[config.mk]
export PLATFORM = sky130hd
export DESIGN_NAME = load_align_unit
export DESIGN_NICKNAME = d
export VERILOG_FILES = /design/src/rtl/ldu_pkg.sv /design/src/rtl/ldu_extract.sv /design/src/rtl/load_align_unit.sv
export SDC_FILE = /design/constraint.sdc
export NUM_CORES = 1
export LEC_CHECK = 0
export CAP_MARGIN = 0
export CELL_PAD_IN_SITES_DETAIL_PLACEMENT = 0
export CELL_PAD_IN_SITES_GLOBAL_PLACEMENT = 1
export CORE_ASPECT_RATIO = 0.75
export CORE_UTILIZATION = 39
export DETAILED_ROUTE_END_ITERATION = 6
export PLACE_DENSITY_LB_ADDON = 0.1
export REMOVE_ABC_BUFFERS = 1
export SYNTH_ARGS = -nofsm -noshare
export SYNTH_HDL_FRONTEND = slang
export SYNTH_HIERARCHICAL = 1
export SYNTH_SLANG_ARGS = --single-unit
[constraint.sdc]
create_clock -name clk -period 5.2 [get_ports clk]
set_input_delay 1.04 -clock clk [delete_from_list [all_inputs] [get_ports clk]]
set_output_delay 1.04 -clock clk [all_outputs]
set_load 0.005 [all_outputs]
[src/rtl/ldu_pkg.sv]
// Shared load-type encodings, FSM state encoding and access-size constants
// for the load alignment unit.
package ldu_pkg;

    typedef enum logic [2:0] {
        LD_LW   = 3'b000,
        LD_LB   = 3'b001,
        LD_LH   = 3'b010,
        LD_LBU  = 3'b011,
        LD_LHU  = 3'b100,
        LD_LWRR = 3'b101
    } ld_type_e;

    typedef enum logic [2:0] {
        ST_IDLE,
        ST_RD_LO,
        ST_RD_HI,
        ST_WAIT,
        ST_RESP
    } ldu_state_e;

    localparam logic [2:0] SIZE_BYTE = 3'd1;
    localparam logic [2:0] SIZE_HALF = 3'd2;
    localparam logic [2:0] SIZE_WORD = 3'd4;

    // Reserved encodings 110/111 behave as a plain word load.
    function automatic ld_type_e decode_type(input logic [2:0] raw);
        ld_type_e t;
        case (raw)
            3'b001:  t = LD_LB;
            3'b010:  t = LD_LH;
            3'b011:  t = LD_LBU;
            3'b100:  t = LD_LHU;
            3'b101:  t = LD_LWRR;
            default: t = LD_LW;
        endcase
        return t;
    endfunction

    function automatic logic [2:0] access_size(input ld_type_e t);
        logic [2:0] s;
        case (t)
            LD_LB, LD_LBU: s = SIZE_BYTE;
            LD_LH, LD_LHU: s = SIZE_HALF;
            default:       s = SIZE_WORD;
        endcase
        return s;
    endfunction

endpackage

[src/rtl/ldu_extract.sv]
// Combinational lane select, two-beat merge, sign/zero extension and
// LWRR lane rotation for the load alignment unit.
module ldu_extract
    import ldu_pkg::*;
#(
    parameter int DATA_W = 32,
    parameter int OFF_W  = $clog2(DATA_W / 8)
) (
    input  logic [DATA_W-1:0] lo_beat,
    input  logic [DATA_W-1:0] hi_beat,
    input  logic [OFF_W-1:0]  off,
    input  ld_type_e          ld_type,
    output logic [31:0]       data
);

    logic [OFF_W+2:0] byte_sh;
    logic [OFF_W+2:0] lane_sh;
    logic [OFF_W-1:0] lane_off;
    logic [31:0]      span_word;
    logic [31:0]      lane_word;
    logic [31:0]      rot_word;

    // hi_beat is zero for single-beat loads, so one shifter covers both cases.
    assign byte_sh   = {off, 3'b000};
    assign span_word = 32'({hi_beat, lo_beat} >> byte_sh);

    assign lane_off  = off & ~OFF_W'(3);
    assign lane_sh   = {lane_off, 3'b000};
    assign lane_word = 32'(lo_beat >> lane_sh);
    assign rot_word  = 32'({lane_word, lane_word} >> {off[1:0], 3'b000});

    always_comb begin
        data = '0;
        case (ld_type)
            LD_LB:   data = {{24{span_word[7]}}, span_word[7:0]};
            LD_LBU:  data = {24'h0, span_word[7:0]};
            LD_LH:   data = {{16{span_word[15]}}, span_word[15:0]};
            LD_LHU:  data = {16'h0, span_word[15:0]};
            LD_LWRR: data = rot_word;
            default: data = span_word;
        endcase
    end

endmodule

[src/rtl/load_align_unit.sv]
// Load alignment unit: issues aligned memory reads for byte/half/word loads and
// returns the extended result. LDU_UNALIGNED_SPLIT_EN enables two-beat spanning loads.
//
// state    | meaning
// IDLE     | ready for a request
// RD_LO    | read aligned beat containing the first byte
// RD_HI    | read next beat, capture first beat (spanning only)
// WAIT     | capture final beat, build response data
// RESP     | hold response until rsp_ready
module load_align_unit
    import ldu_pkg::*;
#(
    parameter int DATA_W = 32
) (
    input  logic              clk,
    input  logic              reset,
    input  logic              req_valid,
    output logic              req_ready,
    input  logic [31:0]       req_addr,
    input  logic [2:0]        req_type,
    input  logic [4:0]        req_rd,
    output logic              mem_rd_en,
    output logic [31:0]       mem_addr,
    input  logic [DATA_W-1:0] mem_rdata,
    output logic              rsp_valid,
    input  logic              rsp_ready,
    output logic [31:0]       rsp_data,
    output logic [4:0]        rsp_rd,
    output logic              rsp_exc
);

    localparam int BYTES = DATA_W / 8;
    localparam int OFF_W = $clog2(BYTES);
    localparam int END_W = OFF_W + 2;

    ldu_state_e        state;
    ldu_state_e        state_nxt;
    logic [31:0]       addr_q;
    ld_type_e          type_q;
    logic [4:0]        rd_q;
    logic [DATA_W-1:0] lo_beat_q;
    logic [31:0]       rsp_data_q;
    logic              rsp_exc_q;

    logic              accept;
    logic              req_exc;
    logic              cur_span;
    logic [31:0]       aligned_addr;
    logic [DATA_W-1:0] ext_lo;
    logic [DATA_W-1:0] ext_hi;
    logic [31:0]       ext_data;

    function automatic logic is_spanning(input logic [31:0] a, input ld_type_e t);
        logic [END_W-1:0] end_off;
        end_off = END_W'(a[OFF_W-1:0]) + END_W'(access_size(t));
        return (t != LD_LWRR) && (end_off > END_W'(BYTES));
    endfunction

    assign accept    = req_valid && req_ready;
    assign req_ready = (state == ST_IDLE);
    assign rsp_valid = (state == ST_RESP);
    assign rsp_data  = rsp_data_q;
    assign rsp_rd    = rd_q;
    assign rsp_exc   = rsp_exc_q;

`ifdef LDU_UNALIGNED_SPLIT_EN
    assign req_exc = 1'b0;
`else
    assign req_exc = is_spanning(req_addr, decode_type(req_type));
`endif

    assign cur_span     = is_spanning(addr_q, type_q);
    assign aligned_addr = addr_q & ~32'(BYTES - 1);

    // In WAIT the live bus carries the high beat of a spanning load, else the only beat.
    assign ext_lo = cur_span ? lo_beat_q : mem_rdata;
    assign ext_hi = cur_span ? mem_rdata : '0;

    ldu_extract #(
        .DATA_W (DATA_W),
        .OFF_W  (OFF_W)
    ) u_extract (
        .lo_beat (ext_lo),
        .hi_beat (ext_hi),
        .off     (addr_q[OFF_W-1:0]),
        .ld_type (type_q),
        .data    (ext_data)
    );

    always_ff @(posedge clk or posedge reset) begin
        if (reset) begin
            state <= ST_IDLE;
        end else begin
            state <= state_nxt;
        end
    end

    always_comb begin
        state_nxt = state;
        mem_rd_en = 1'b0;
        mem_addr  = '0;
        case (state)
            ST_IDLE: begin
                if (accept) begin
                    state_nxt = req_exc ? ST_RESP : ST_RD_LO;
                end
            end
            ST_RD_LO: begin
                mem_rd_en = 1'b1;
                mem_addr  = aligned_addr;
`ifdef LDU_UNALIGNED_SPLIT_EN
                state_nxt = cur_span ? ST_RD_HI : ST_WAIT;
`else
                state_nxt = ST_WAIT;
`endif
            end
            ST_RD_HI: begin
                mem_rd_en = 1'b1;
                mem_addr  = aligned_addr + 32'(BYTES);
                state_nxt = ST_WAIT;
            end
            ST_WAIT: begin
                state_nxt = ST_RESP;
            end
            ST_RESP: begin
                if (rsp_ready) begin
                    state_nxt = ST_IDLE;
                end
            end
            default: state_nxt = ST_IDLE;
        endcase
    end

    always_ff @(posedge clk or posedge reset) begin
        if (reset) begin
            addr_q     <= '0;
            type_q     <= LD_LW;
            rd_q       <= '0;
            lo_beat_q  <= '0;
            rsp_data_q <= '0;
            rsp_exc_q  <= 1'b0;
        end else begin
            if (accept) begin
                addr_q     <= req_addr;
                type_q     <= decode_type(req_type);
                rd_q       <= req_rd;
                rsp_data_q <= '0;
                rsp_exc_q  <= req_exc;
            end
            if (state == ST_RD_HI) begin
                lo_beat_q <= mem_rdata;
            end
            if (state == ST_WAIT) begin
                rsp_data_q <= ext_data;
                rsp_exc_q  <= 1'b0;
            end
        end
    end

endmodule

==> flow_metrics.py <==
metrics = {
    "run_status": {
        "status": "completed",
    },
    "timing": {
        "setup_viol": 0,
        "finClkSkew_ns": 0.0119,
        "setup_tns_ns": 0,
        "slew_headroom": 0.358,
        "fmax_mhz": 230,
        "finalHoldViolations": 0,
        "period_needed_ns": 4.34,
        "drv_slew": 0,
        "min_period_over_period": 0.835,
        "rsz0062_at_grt": "no",
        "tightestPinTransition_ns": 0.959,
    },
    "worst_setup_path": {
        "crit_chain": "nor2b_1, ha_1, inv_1, fa_1, nand2b_1, a221oi_1, o22a_2, mux2_2, mux2_4, nor4b_1, a211oi_2, buf_12, a22oi_1, nand2_1, o21ai_0",
        "criticalPathCategory": "reg -> reg",
        "crit_arrival_ns": 4.54,
        "slowest_stage": "dfrtp_1",
        "max_stage_delay_ns": 0.62,
        "r2r_end": "rsp_data[17]$_DFFE_PP0P_",
        "path_max_fanout": 17,
        "crit_start": "type_q[0]$_DFFE_PP0P_",
        "rr_startpoint": "type_q[0]$_DFFE_PP0P_",
        "setup.worst_path.end_class": "register",
        "regToRegSetupSlack_ns": 0.86,
        "start_kind": "register",
        "worstPathRequired_ns": 5.40,
        "cp-endpoint": "rsp_data[17]$_DFFE_PP0P_",
        "worstRegToRegCells": 15,
    },
    "cells_and_area": {
        "n_antenna_cell": 0,
        "final_util": 0.505,
        "most-common-layout-cells": "nand2_1, clkdlybuf4s50_1, dfrtp_1, o21ai_0, mux2_2",
        "nNetsFinal": 1149,
        "final_cell_area_um2": 9460,
        "final_common_cell": "nand2_1",
        "area_delta_synth_final_pct": 25.0,
        "fillers": 1850,
        "drive_gt1_frac": 0.101,
    },
    "route": {
        "wl_met1_um": 11300,
        "wl_met2_um": 9410,
        "first_iter_violations": 473,
        "route.detailed.drc": 0,
        "drtAntennaViolNets": 0,
        "post_drt_wl_per_cell_um": 16.9,
        "drt-pass1-iter-count": 5,
        "vias_per_cell": 5.39,
        "highest_layer": "met4",
        "vias": 7093,
        "drt-total-wl_um": 22300,
        "dr_wl_met3_um": 1280,
    },
    "clock_network": {
        "clock_sinks": 108,
        "post_cts_buffers": 0,
        "cts_resized": 0,
        "tritoncts.num_buffers": 9,
        "clk_path_buf_depth": 2,
        "htree_num_levels": 3,
        "cts_tree": "done",
        "cts-root-buf": "clkbuf_16",
        "hold_buffers": 0,
        "clkLatencyLatePin_ns": 0.36,
        "clkTransAtPathRegs_ns": 0.08,
    },
    "grt": {
        "grt_max_degree": 77,
        "first_global_vias": 6517,
        "antenna_found_initial": 0,
        "grt_pass1_wl_um": 35400,
        "track_usage": 0.227,
        "grt_overflow": 0,
    },
    "floorplan": {
        "die-area_um2": 20000,
        "ios": 149,
        "core_um2": 18700,
        "start_util": 0.404,
        "die_x_um": 163,
        "die_height_um": 123,
        "rows": 43,
    },
    "flow_run": {
        "max-cap-violations": 0,
    },
    "yosys": {
        "synth_warnings": 6,
        "syn_area_um2": 7570,
        "post_synth.cell_area_avg_um2": 7.76,
        "syn_inst": 975,
    },
    "power_and_ir_drop": {
        "power-per-cell-area_nw_per_um2": 674,
        "vdd_drop_max_mv": 0.418,
        "p_leak_uw": 0.00410,
    },
    "hold_path": {
        "hold_path.class": "reg -> reg",
    },
    "placement": {
        "postPlaceCellArea_um2": 9120,
        "hpwl_um": 14600,
        "portBuffers": 146,
        "gp_congestion": 0.810,
    },
}
## worst min-delay path by stage
stage                               from                         to  slack, ns  cells after the start
6_report        lo_beat_q[3]$_DFFE_PP0P_   lo_beat_q[3]$_DFFE_PP0P_       0.47                      2
5_1_grt         lo_beat_q[9]$_DFFE_PP0P_   lo_beat_q[9]$_DFFE_PP0P_       0.49                      2
4_1_cts         lo_beat_q[9]$_DFFE_PP0P_   lo_beat_q[9]$_DFFE_PP0P_       0.48                      2
3_5_place_dp   lo_beat_q[31]$_DFFE_PP0P_  lo_beat_q[31]$_DFFE_PP0P_       0.46                      2
3_3_place_gp   lo_beat_q[16]$_DFFE_PP0P_  lo_beat_q[16]$_DFFE_PP0P_       0.46                      2
2_1_floorplan   lo_beat_q[0]$_DFFE_PP0P_   lo_beat_q[0]$_DFFE_PP0P_       0.44                      2
## critical path, delay by kind of cell (launching register included)
kind / cells / cell delay [ns]
AND/OR/NAND/NOR: 4 / 0.52
multiplexers: 2 / 0.71
adder cells (fa/ha/maj): 2 / 0.65
AO/OA/AOI/OAI: 5 / 1.38
flip-flops: 1 / 0.62
buffers and inverters: 2 / 0.28
## routing by layer
metal / track usage / up-vias
met5: 0 / -
met4: 0.0555 / 0
met3: 0.0395 / 25
met2: 0.336 / 188
met1: 0.339 / 3357
li1: - / 3523
## state kept, by name, summed over array words and instances, names as in the netlist
register,cells
rsp_rd,5
addr_q,32
state,3
rsp_data,32
rsp_exc,1
type_q,3
lo_beat_q,32
## final cells by class
cell class / instances / area, um2 / area share
clock inverters: 4 / 97.6 / 0.0103
clock buffers: 11 / 243 / 0.0257
inverters: 13 / 51.3 / 0.00542
multi-input cells: 774 / 4480 / 0.473
flip-flops and latches: 108 / 2710 / 0.286
well taps: 247 / 309 / 0.0327
repair buffers: 160 / 1580 / 0.167
## power breakdown
group          internal [uW]  switching [uW]
Clock                    483             326
Sequential              1210             351
Combinational           1830            2180
## metrics by stage
stage                     cells  hold slack, ns  worst slack (ns)  power, uW
after floorplan             895           0.442             -1.34       4210
after global placement     1302           0.456             0.951       5550
after detailed placement   1302           0.459             0.909       5560
after CTS                  1317           0.479             0.899       6400
after global routing       1317           0.492             0.594       6930
final                      1317           0.474             0.859       6380
Note: power is estimated with default switching activity, not from simulation.
